===== src/rtl/bank_pkg.sv =====
// Shared defaults, FSM state encoding and descriptor layout for bank_burst_master.
package bank_pkg;
  localparam int NUM_BANKS  = 5;
  localparam int ADDR_WIDTH = 9;
  localparam int DATA_WIDTH = 32;
  localparam int LEN_WIDTH  = 8;

  typedef enum logic [1:0] {
    ST_IDLE  = 2'd0,
    ST_WRITE = 2'd1,
    ST_READ  = 2'd2,
    ST_DRAIN = 2'd3
  } state_t;

  typedef struct packed {
    logic                  rw;
    logic [ADDR_WIDTH-1:0] addr;
    logic [LEN_WIDTH-1:0]  len;
    logic [NUM_BANKS-1:0]  mask;
  } desc_t;
endpackage


===== src/rtl/bank_burst_master_if.sv =====
// Slot-side bus between a burst master and one slot of the bank RAM subsystem.
interface bank_burst_master_if #(
  parameter int NUM_BANKS  = bank_pkg::NUM_BANKS,
  parameter int ADDR_WIDTH = bank_pkg::ADDR_WIDTH,
  parameter int DATA_WIDTH = bank_pkg::DATA_WIDTH
);
  logic                            cmd_valid;
  logic                            cmd_ready;
  logic                            cmd_rw;
  logic [NUM_BANKS-1:0]            cmd_mask;
  logic [ADDR_WIDTH-1:0]           cmd_addr;
  logic                            wvalid;
  logic                            wready;
  logic [NUM_BANKS*DATA_WIDTH-1:0] wdata;
  logic                            rvalid;
  logic [NUM_BANKS*DATA_WIDTH-1:0] rdata;

  modport master (
    output cmd_valid, cmd_rw, cmd_mask, cmd_addr, wvalid, wdata,
    input  cmd_ready, wready, rvalid, rdata
  );

  modport slave (
    input  cmd_valid, cmd_rw, cmd_mask, cmd_addr, wvalid, wdata,
    output cmd_ready, wready, rvalid, rdata
  );
endinterface


===== src/rtl/bank_rd_fifo.sv =====
// First-word-fall-through read-return buffer; DEPTH must be a power of two.
module bank_rd_fifo #(
  parameter int DEPTH = 4,
  parameter int WIDTH = 32
) (
  input  logic                     clk,
  input  logic                     rst,
  input  logic                     push,
  input  logic [WIDTH-1:0]         push_data,
  input  logic                     pop,
  output logic [WIDTH-1:0]         head_data,
  output logic                     empty,
  output logic [$clog2(DEPTH):0]   count
);
  localparam int PTR_W = $clog2(DEPTH);

  logic [WIDTH-1:0] mem_reg [DEPTH];
  logic [PTR_W-1:0] wr_ptr_reg, rd_ptr_reg;
  logic [PTR_W:0]   count_reg;
  logic             full, do_push, do_pop;

  assign empty     = (count_reg == '0);
  assign full      = (count_reg == (PTR_W+1)'(DEPTH));
  assign do_pop    = pop && !empty;
  // A push into a full buffer is fine when the head leaves in the same cycle.
  assign do_push   = push && (!full || do_pop);
  assign head_data = mem_reg[rd_ptr_reg];
  assign count     = count_reg;

  always_ff @(posedge clk) begin
    if (do_push) mem_reg[wr_ptr_reg] <= push_data;
  end

  always_ff @(posedge clk or posedge rst) begin
    if (rst) begin
      wr_ptr_reg <= '0;
      rd_ptr_reg <= '0;
      count_reg  <= '0;
    end else begin
      if (do_push) wr_ptr_reg <= wr_ptr_reg + PTR_W'(1);
      if (do_pop)  rd_ptr_reg <= rd_ptr_reg + PTR_W'(1);
      case ({do_push, do_pop})
        2'b10:   count_reg <= count_reg + (PTR_W+1)'(1);
        2'b01:   count_reg <= count_reg - (PTR_W+1)'(1);
        default: count_reg <= count_reg;
      endcase
    end
  end
endmodule


===== src/rtl/bank_burst_master.sv =====
// Descriptor-driven burst master for one bank RAM slot: write stream in, read stream out.
// Defining BANK_BURST_PERF_EN adds saturating stall and beat counters.
module bank_burst_master
  import bank_pkg::*;
#(
  parameter int NUM_BANKS     = bank_pkg::NUM_BANKS,
  parameter int ADDR_WIDTH    = bank_pkg::ADDR_WIDTH,
  parameter int DATA_WIDTH    = bank_pkg::DATA_WIDTH,
  parameter int LEN_WIDTH     = bank_pkg::LEN_WIDTH,
  parameter int RD_FIFO_DEPTH = 4
) (
  input  logic                            clk,
  input  logic                            rst,
  input  logic                            desc_valid,
  output logic                            desc_ready,
  input  logic                            desc_rw,
  input  logic [ADDR_WIDTH-1:0]           desc_addr,
  input  logic [LEN_WIDTH-1:0]            desc_len,
  input  logic [NUM_BANKS-1:0]            desc_mask,
  input  logic                            s_valid,
  output logic                            s_ready,
  input  logic [NUM_BANKS*DATA_WIDTH-1:0] s_data,
  output logic                            m_valid,
  input  logic                            m_ready,
  output logic [NUM_BANKS*DATA_WIDTH-1:0] m_data,
  output logic                            done,
  bank_burst_master_if.master             slot
`ifdef BANK_BURST_PERF_EN
  ,
  output logic [31:0]                     perf_stall_cycles,
  output logic [31:0]                     perf_beats
`endif
);
  localparam int CNT_W = $clog2(RD_FIFO_DEPTH) + 1;

  state_t                          state_reg;
  desc_t                           desc_reg;
  logic                            beat_full_reg, cmd_done_reg, w_done_reg;
  logic [NUM_BANKS*DATA_WIDTH-1:0] beat_data_reg;
  logic [CNT_W-1:0]                outstanding_reg;
  logic [CNT_W-1:0]                fifo_count;
  logic [CNT_W:0]                  in_flight;
  logic                            fifo_empty, credit_ok, last_beat;
  logic                            cmd_hs, w_hs, s_hs, m_pop, rd_push, cmd_hs_rd, beat_retire;

  assign in_flight   = {1'b0, outstanding_reg} + {1'b0, fifo_count};
  assign credit_ok   = in_flight < (CNT_W+1)'(RD_FIFO_DEPTH);
  assign last_beat   = (desc_reg.len == '0);
  assign cmd_hs      = slot.cmd_valid && slot.cmd_ready;
  assign w_hs        = slot.wvalid && slot.wready;
  assign s_hs        = s_valid && s_ready;
  assign m_pop       = m_valid && m_ready;
  assign cmd_hs_rd   = cmd_hs && (state_reg == ST_READ);
  // Returns only count while a read is in flight; stale ones after a reset are dropped.
  assign rd_push     = slot.rvalid && (state_reg == ST_READ || state_reg == ST_DRAIN)
                       && (outstanding_reg != '0);
  assign beat_retire = (state_reg == ST_WRITE) && beat_full_reg
                       && (cmd_done_reg || cmd_hs) && (w_done_reg || w_hs);

  always_comb begin
    desc_ready     = (state_reg == ST_IDLE);
    s_ready        = (state_reg == ST_WRITE) && !beat_full_reg;
    slot.cmd_valid = ((state_reg == ST_WRITE) && beat_full_reg && !cmd_done_reg)
                     || ((state_reg == ST_READ) && credit_ok);
    slot.cmd_rw    = (state_reg == ST_WRITE);
    slot.cmd_addr  = desc_reg.addr;
    slot.cmd_mask  = desc_reg.mask;
    slot.wvalid    = (state_reg == ST_WRITE) && beat_full_reg && !w_done_reg;
    slot.wdata     = beat_data_reg;
    done           = (beat_retire && last_beat)
                     || ((state_reg == ST_DRAIN) && (outstanding_reg == '0)
                         && (fifo_count == CNT_W'(1)) && m_pop);
  end

  always_ff @(posedge clk or posedge rst) begin
    if (rst) begin
      state_reg     <= ST_IDLE;
      desc_reg      <= '0;
      beat_full_reg <= 1'b0;
      cmd_done_reg  <= 1'b0;
      w_done_reg    <= 1'b0;
      beat_data_reg <= '0;
    end else begin
      case (state_reg)
        ST_IDLE: begin
          if (desc_valid) begin
            desc_reg  <= '{rw: desc_rw, addr: desc_addr, len: desc_len, mask: desc_mask};
            state_reg <= desc_rw ? ST_WRITE : ST_READ;
          end
        end
        ST_WRITE: begin
          if (s_hs) begin
            beat_full_reg <= 1'b1;
            beat_data_reg <= s_data;
          end
          if (beat_retire) begin
            beat_full_reg <= 1'b0;
            cmd_done_reg  <= 1'b0;
            w_done_reg    <= 1'b0;
            desc_reg.addr <= desc_reg.addr + ADDR_WIDTH'(1);
            if (last_beat) state_reg <= ST_IDLE;
            else           desc_reg.len <= desc_reg.len - LEN_WIDTH'(1);
          end else begin
            if (cmd_hs) cmd_done_reg <= 1'b1;
            if (w_hs)   w_done_reg   <= 1'b1;
          end
        end
        ST_READ: begin
          if (cmd_hs) begin
            desc_reg.addr <= desc_reg.addr + ADDR_WIDTH'(1);
            if (last_beat) state_reg <= ST_DRAIN;
            else           desc_reg.len <= desc_reg.len - LEN_WIDTH'(1);
          end
        end
        default: begin
          if (done) state_reg <= ST_IDLE;
        end
      endcase
    end
  end

  always_ff @(posedge clk or posedge rst) begin
    if (rst) begin
      outstanding_reg <= '0;
    end else begin
      case ({cmd_hs_rd, rd_push})
        2'b10:   outstanding_reg <= outstanding_reg + CNT_W'(1);
        2'b01:   outstanding_reg <= outstanding_reg - CNT_W'(1);
        default: outstanding_reg <= outstanding_reg;
      endcase
    end
  end

  bank_rd_fifo #(
    .DEPTH (RD_FIFO_DEPTH),
    .WIDTH (NUM_BANKS*DATA_WIDTH)
  ) u_rd_fifo (
    .clk       (clk),
    .rst       (rst),
    .push      (rd_push),
    .push_data (slot.rdata),
    .pop       (m_pop),
    .head_data (m_data),
    .empty     (fifo_empty),
    .count     (fifo_count)
  );

  assign m_valid = !fifo_empty;

`ifdef BANK_BURST_PERF_EN
  always_ff @(posedge clk or posedge rst) begin
    if (rst) begin
      perf_stall_cycles <= '0;
      perf_beats        <= '0;
    end else begin
      if (slot.cmd_valid && !slot.cmd_ready && (perf_stall_cycles != '1))
        perf_stall_cycles <= perf_stall_cycles + 32'd1;
      if ((beat_retire || cmd_hs_rd) && (perf_beats != '1))
        perf_beats <= perf_beats + 32'd1;
    end
  end
`endif
endmodule


===== src/flat_wrapper.sv =====
// flat-port wrapper written by rule: the top's interface ports become plain ports
module bank_burst_master_flat import bank_pkg::*;
#(
  parameter int NUM_BANKS     = bank_pkg::NUM_BANKS,
  parameter int ADDR_WIDTH    = bank_pkg::ADDR_WIDTH,
  parameter int DATA_WIDTH    = bank_pkg::DATA_WIDTH,
  parameter int LEN_WIDTH     = bank_pkg::LEN_WIDTH,
  parameter int RD_FIFO_DEPTH = 4
)
  (clk, rst, desc_valid, desc_ready, desc_rw, desc_addr, desc_len, desc_mask, s_valid, s_ready, s_data, m_valid, m_ready, m_data, done, slot_cmd_valid, slot_cmd_rw, slot_cmd_mask, slot_cmd_addr, slot_wvalid, slot_wdata, slot_cmd_ready, slot_wready, slot_rvalid, slot_rdata);
  bank_burst_master_if #(.NUM_BANKS(NUM_BANKS), .ADDR_WIDTH(ADDR_WIDTH), .DATA_WIDTH(DATA_WIDTH)) slot_i ();
  input  logic clk;
  input  logic rst;
  input  logic desc_valid;
  output logic desc_ready;
  input  logic desc_rw;
  input  logic [ADDR_WIDTH-1:0] desc_addr;
  input  logic [LEN_WIDTH-1:0] desc_len;
  input  logic [NUM_BANKS-1:0] desc_mask;
  input  logic s_valid;
  output logic s_ready;
  input  logic [NUM_BANKS*DATA_WIDTH-1:0] s_data;
  output logic m_valid;
  input  logic m_ready;
  output logic [NUM_BANKS*DATA_WIDTH-1:0] m_data;
  output logic done;
  output wire logic [$bits(slot_i.cmd_valid)-1:0] slot_cmd_valid;
  output wire logic [$bits(slot_i.cmd_rw)-1:0] slot_cmd_rw;
  output wire logic [$bits(slot_i.cmd_mask)-1:0] slot_cmd_mask;
  output wire logic [$bits(slot_i.cmd_addr)-1:0] slot_cmd_addr;
  output wire logic [$bits(slot_i.wvalid)-1:0] slot_wvalid;
  output wire logic [$bits(slot_i.wdata)-1:0] slot_wdata;
  input wire logic [$bits(slot_i.cmd_ready)-1:0] slot_cmd_ready;
  input wire logic [$bits(slot_i.wready)-1:0] slot_wready;
  input wire logic [$bits(slot_i.rvalid)-1:0] slot_rvalid;
  input wire logic [$bits(slot_i.rdata)-1:0] slot_rdata;
  assign slot_cmd_valid = slot_i.cmd_valid;
  assign slot_cmd_rw = slot_i.cmd_rw;
  assign slot_cmd_mask = slot_i.cmd_mask;
  assign slot_cmd_addr = slot_i.cmd_addr;
  assign slot_wvalid = slot_i.wvalid;
  assign slot_wdata = slot_i.wdata;
  assign slot_i.cmd_ready = slot_cmd_ready;
  assign slot_i.wready = slot_wready;
  assign slot_i.rvalid = slot_rvalid;
  assign slot_i.rdata = slot_rdata;
  bank_burst_master #(.NUM_BANKS(NUM_BANKS), .ADDR_WIDTH(ADDR_WIDTH), .DATA_WIDTH(DATA_WIDTH), .LEN_WIDTH(LEN_WIDTH), .RD_FIFO_DEPTH(RD_FIFO_DEPTH)) u_core (.clk(clk), .rst(rst), .desc_valid(desc_valid), .desc_ready(desc_ready), .desc_rw(desc_rw), .desc_addr(desc_addr), .desc_len(desc_len), .desc_mask(desc_mask), .s_valid(s_valid), .s_ready(s_ready), .s_data(s_data), .m_valid(m_valid), .m_ready(m_ready), .m_data(m_data), .done(done), .slot(slot_i));
endmodule

===== config.mk =====
export PLATFORM = sky130hd
export DESIGN_NAME = bank_burst_master_flat
export DESIGN_NICKNAME = d
export VERILOG_FILES = /design/src/rtl/bank_pkg.sv /design/src/rtl/bank_burst_master_if.sv /design/src/rtl/bank_rd_fifo.sv /design/src/rtl/bank_burst_master.sv /design/src/flat_wrapper.sv
export SDC_FILE = /design/constraint.sdc
export NUM_CORES = 1
export LEC_CHECK = 0
export ABC_AREA = 0
export BUFFER_PORTS_ARGS = -buffer_cell sky130_fd_sc_hd__buf_2
export CAP_MARGIN = 20
export CORE_AREA = 2 2 267 269
export CTS_BUF_LIST = sky130_fd_sc_hd__clkbuf_16
export CTS_CLUSTER_DIAMETER = 60
export DETAILED_ROUTE_END_ITERATION = 8
export DIE_AREA = 0 0 269 271
export GPL_ROUTABILITY_DRIVEN = 0
export PLACE_DENSITY_LB_ADDON = 0.12
export SETUP_SLACK_MARGIN = 0.1
export SLEW_MARGIN = 20
export SYNTH_ARGS = -nofsm -noshare
export SYNTH_HDL_FRONTEND = slang
export SYNTH_SLANG_ARGS = --single-unit
export TNS_END_PERCENT = 50

===== constraint.sdc =====
create_clock -name clk -period 9.4 [get_ports clk]
set_input_delay 1.88 -clock clk [delete_from_list [all_inputs] [get_ports clk]]
set_output_delay 1.88 -clock clk [all_outputs]
set_load 0.005 [all_outputs]

==> results.ini, run 1 <==
[drt]
drt_wl_total_mm=81.2
drc=0
wl_per_cell_um=25.4
vias_per_cell=5.24
dr.pass1.iters=5
via_count=16700
drt-initial-drc-count=973
ant_nets=0

[hold_path]
min_path_cells=1
hold_path_class=flop to flop
hold_start=u_core.slot.wdata[71]
holdPathEnd=u_core.slot.wdata[71]

[grt]
antenna_found_initial=31
grt_max_degree=144
track_usage_pct=22.2
gr-total-overflow=0
grt_pass1_wl_mm=117
first_global_vias=17500

[clock_tree]
cts-htree-levels=3
post_cts_buffers=0
numCtsBuffers=88
ctsHoldBuffers=0
clockBufferDepth=3
cts_tree=done
cts_sinks=837
clk_latency_ns=0.62
cts.reportedPaths.clkPinSlew_ns=0.06
root_buffer=clkbuf_16
cts_resized=0

[cells_and_area]
final_common_cell=buf_2
fin_nets=2540
largest_reg_flops=640
syn_to_final_growth_pct=22.7
final_cell_mix=buf_2, edfxtp_1, dfrtp_1
drive_gt1_share_pct=52.7
fin_cells=3193

[yosys]
synth_cells=1450
ys.flop_type=edfxtp_1
synth_top_cell_area_share_pct=61.1
synth_area_um2=31500
ys_types=63
synth_area_leaders=edfxtp_1, dfrtp_1, mux4_2, mux2_2, ha_1
avgSynthCellArea_um2=21.7
ys_ff_latch=837
yosys_warnings=0
syn_nets=1820
seq_area_frac_synth_pct=76.8
synth_area_leader_cell=edfxtp_1
synth_edf_count=640
async_flop_share_pct=23.5

[die]
num_rows=97
die_h_um=271
io_pins=692
coreArea_um2=69800
die_x_um=269
start_util_pct=45.1
die_area_um2=72900

[critical_path]
r2r-end=u_core.u_rd_fifo.mem_reg[2][73]
cp.required_ns=7.52
critPathKind=flop to primary output
cp-start-kind=flop
reg2reg_slack_ns=5.84
cp_max_fo=45
rr_startpoint=u_core.state_reg[0]
arrival_ns=3.45
endpoint_kind=primary output
r2r_cells=6

[placed_design]
pre_cts_ws_ns=4.58
numPortBuffers=691
hpwl_mm=55.7
place_inst=3020

[sta]
tightestPinTransition_ns=1.12
period_needed_ns=5.33
setup_violations=0
tns_ns=0
drv_slew=0
max_freq_mhz=188
max-slew-margin-rel_pct=25.1
rsz0062_at_grt=no
period_share_pct=56.7
layout_setup_ws_ns=4.07
finClkSkew_ns=0.0239
hold_viol_final=0

[power_and_ir_drop]
p_leak_nw=14.8
p_per_area_nw_per_um2=319
peakVddDrop_uv=187

[status]
status=finished clean

[job]
maxCapViolCount=0

[Yosys cell counts, drive strengths merged (11+ instances only)]
| master | n |
|---|---|
| mux2 | 165 |
| edfxtp | 640 |
| dfrtp | 197 |
| ha | 18 |
| inv | 17 |
| nand3 | 11 |
| clkbuf | 31 |
| nand2 | 19 |
| buf | 47 |
| a21oi | 15 |
| mux4 | 160 |
| nor2 | 22 |
| o21ai | 13 |
[how the worst max path moves through the flow]
| stage | start | to | slack [ns] | depth (start not counted) |
|---|---|---|---|---|
| 6_report | u_core.u_rd_fifo.rd_ptr_reg[0] | m_data[106] | 4.07 | 3 |
| 5_1_grt | u_core.u_rd_fifo.rd_ptr_reg[0] | m_data[112] | 3.75 | 3 |
| 4_1_cts | u_core.u_rd_fifo.rd_ptr_reg[0] | m_data[124] | 3.89 | 3 |
| 3_5_place_dp | u_core.u_rd_fifo.rd_ptr_reg[0] | m_data[124] | 4.58 | 3 |
| 3_3_place_gp | m_ready | done | 4.57 | 5 |
| 2_1_floorplan | rst | u_core.beat_full_reg | 2.15 | 1 |
[cell families after synthesis]
| kind of cell | after synthesis | share of synthesized area (%) |
|---|---|---|
| DFF | 837 | 76.8 |
| muxes | 327 | 17.4 |
| buffers and inverters | 95 | 1.44 |
| and+or+nand+nor | 95 | 1.60 |
| AOI/OAI and AO/OA | 69 | 1.76 |
| adders and majority gates | 20 | 0.811 |
| xor gates and xnor gates | 7 | 0.195 |
[final cells by class]
cell class / count / area (µm²)
clock inverter: 69 / 425
antenna: 14 / 35.0
inverter: 17 / 71.3
fill: 5580 / 31200
sequential: 837 / 24200
clock buffer: 90 / 2250
multi-input combinational: 518 / 6870
timing repair buffer: 708 / 3610
tap: 940 / 1180
[worst max-delay path, stage by stage (launching register included)]
cell	delay (ns)
dfrtp_4	1.09
buf_4	0.86
mux4_2	0.62
buf_2	0.15
[metrics by stage]
step / hold WS, ns / total power, mW / instance area, µm² / util (%)
after global routing: 0.506 / 12.9 / 38600 / 55.3
after global placement: 0.484 / 9.21 / 35900 / 51.4
after CTS: 0.499 / 12.5 / 38600 / 55.3
after detailed placement: 0.487 / 9.27 / 35900 / 51.4
final: 0.498 / 12.3 / 38600 / 55.3
after floorplan: 0.459 / 7.52 / 31500 / -
[per-layer routing]
metal	global-route usage, %	wire (µm)	up-vias
met5	0	196	-
met4	9.06	3240	30
met1	25.9	29500	8607
met3	8.10	7270	167
li1	-	-	7311
met2	37.1	41000	601
[power breakdown]
part | internal, mW | switching [mW]
Combinational | 1.84 | 1.98
Sequential | 4.85 | 0.435
Clock | 1.84 | 1.37
(Power assumes the default switching activity.)
==> run 2: changes to the inputs <==
Settings changed: CORE_AREA 2 2 267 269 to 2 2 272 274, DIE_AREA 0 0 269 271 to 0 0 274 276.
Clock period 9.4 ns to 4.8 ns, I/O delays scaled along.
==> results.ini, run 2 (synthesis results as in run 1) <==
[status]
status=finished clean

[critical_path]
slowest_delay_ns=0.74
cp-start-kind=flop
arrival_ns=2.66
endpoint_kind=primary output
critPathTopFamily=flip-flops
slowest_stage=dfrtp_4
critPathKind=flop to primary output
cp.required_ns=3.84
crit_buf_inv=2
cp_max_fo=24
critical_path.cell_chain=buf_4 -> mux4_2 -> buf_2

[clock_tree]
post_cts_buffers=0
clk_latency_ns=0.64
cts.reportedPaths.clkPinSlew_ns=0.06
cts_sinks=837
ctsHoldBuffers=0
root_buffer=clkbuf_16
cts_tree=done
clockBufferDepth=3
numCtsBuffers=90
cts_resized=0
cts-htree-levels=3

[sta]
drv_slew=0
tightestPinTransition_ns=0.996
hold_viol_final=0
period_share_pct=75.5
max-slew-margin-rel_pct=33.4
finClkSkew_ns=0.0181
rsz0062_at_grt=no
period_needed_ns=3.62
max_freq_mhz=276
setup_violations=0
whs_ns=0.500

[grt]
use_met2_pct=35.9
grt_busiest_layer=met2
track_usage_pct=21.1
first_global_vias=17600
antenna_found_initial=27
gr-total-overflow=0
grt_use_met3_pct=6.67
grt_max_degree=118
use_met1_pct=24.8
grt_pass1_wl_mm=117

[cells_and_area]
drive_gt1_share_pct=53.7
final_cell_mix=buf_2, edfxtp_1, dfrtp_1
syn_to_final_growth_pct=24.9
fin_nets=2552
final_common_cell=buf_2
largest_reg_flops=640
fillers=5884

[die]
die_x_um=274
num_rows=99
coreArea_um2=72600
start_util_pct=43.3
die_h_um=276
io_pins=692
die_area_um2=75600

[power_and_ir_drop]
peakVddDrop_uv=381
p_per_area_nw_per_um2=635
p_leak_nw=15.1
comb_power_share_pct=30.2
swShare_pct=30.1
fin_total_pwr_mw=24.9
pwr-share-clk_pct=28.5
net-switching-power_mw=7.51
seqPwrFrac_pct=41.3
p_int_mw=17.4

[drt]
ant_nets=0
drt-initial-drc-count=954
drt_wl_total_mm=79.9
vias_per_cell=5.18
dr.pass1.iters=5
wl_per_cell_um=24.7
drc=0
via_count=16700

[job]
maxCapViolCount=0

[hold_path]
hold_path_class=flop to flop

[placed_design]
numPortBuffers=691
hpwl_mm=55.8

==> run 2: worst reg2reg max path: stages (launching register included) <==
cell	delay, ns
dfrtp_1	0.40
inv_1	0.12
ha_1	0.31
o211a_1	0.38
o21a_1	0.32
and2_4	0.74
buf_12	0.40
==> run 2: through the flow <==
stage / cell area (µm²) / setup WS [ns] / TNS (ns) / util (%) / std cells
2_1_floorplan: 31500 / -1.03 / -328.00 / - / 1450
3_3_place_gp: 36100 / 1.58 / 0 / 49.8 / 3049
3_5_place_dp: 36100 / 1.50 / 0 / 49.8 / 3049
4_1_cts: 39300 / 1.04 / 0 / 54.1 / 3218
5_1_grt: 39300 / 0.963 / 0 / 54.1 / 3223
6_report: 39300 / 1.18 / 0 / 54.1 / 3230
==> run 2: worst paths after layout <==
kind,start,endpoint,slack [ns],cells past startpoint
max,u_core.u_rd_fifo.rd_ptr_reg[0],m_data[137],1.18,3
min,u_core.slot.wdata[49],u_core.slot.wdata[49],0.50,1
max reg2reg,u_core.state_reg[0],u_core.u_rd_fifo.mem_reg[3][59],1.70,6
min reg2reg,u_core.slot.wdata[49],u_core.slot.wdata[49],0.50,1
max in group asynchronous,rst,u_core.slot.wdata[75],3.11,3
min in group asynchronous,rst,u_core.slot.wdata[30],0.51,2
==> run 2: area by class of cell <==
cell class / instances / area (µm²) / area share (%)
flip-flops and latches: 837 / 24200 / 61.5
multi-input cells: 518 / 6870 / 17.5
repair buffers: 718 / 3850 / 9.80
clock buffers: 93 / 2330 / 5.92
well taps: 959 / 1200 / 3.05
clock inverters: 76 / 788 / 2.01
inverters: 17 / 67.6 / 0.172
diodes: 12 / 30.0 / 0.0764
==> run 2: power by group through the flow <==
stage	Combinational, mW	Sequential, mW	Clock [mW]
detailed placement	7.74	10.5	0
finish	7.53	10.3	7.11
global route	8.14	10.5	7.58
global placement	7.66	10.4	0
CTS	7.75	10.3	7.29
floorplan	4.41	10.3	0
==> run 2: metal layers <==
metal,up-vias,part of all wire (%)
met1,8623,37
met5,-,0.26
met3,150,8.0
met2,567,52
met4,34,3.6
li1,7353,-
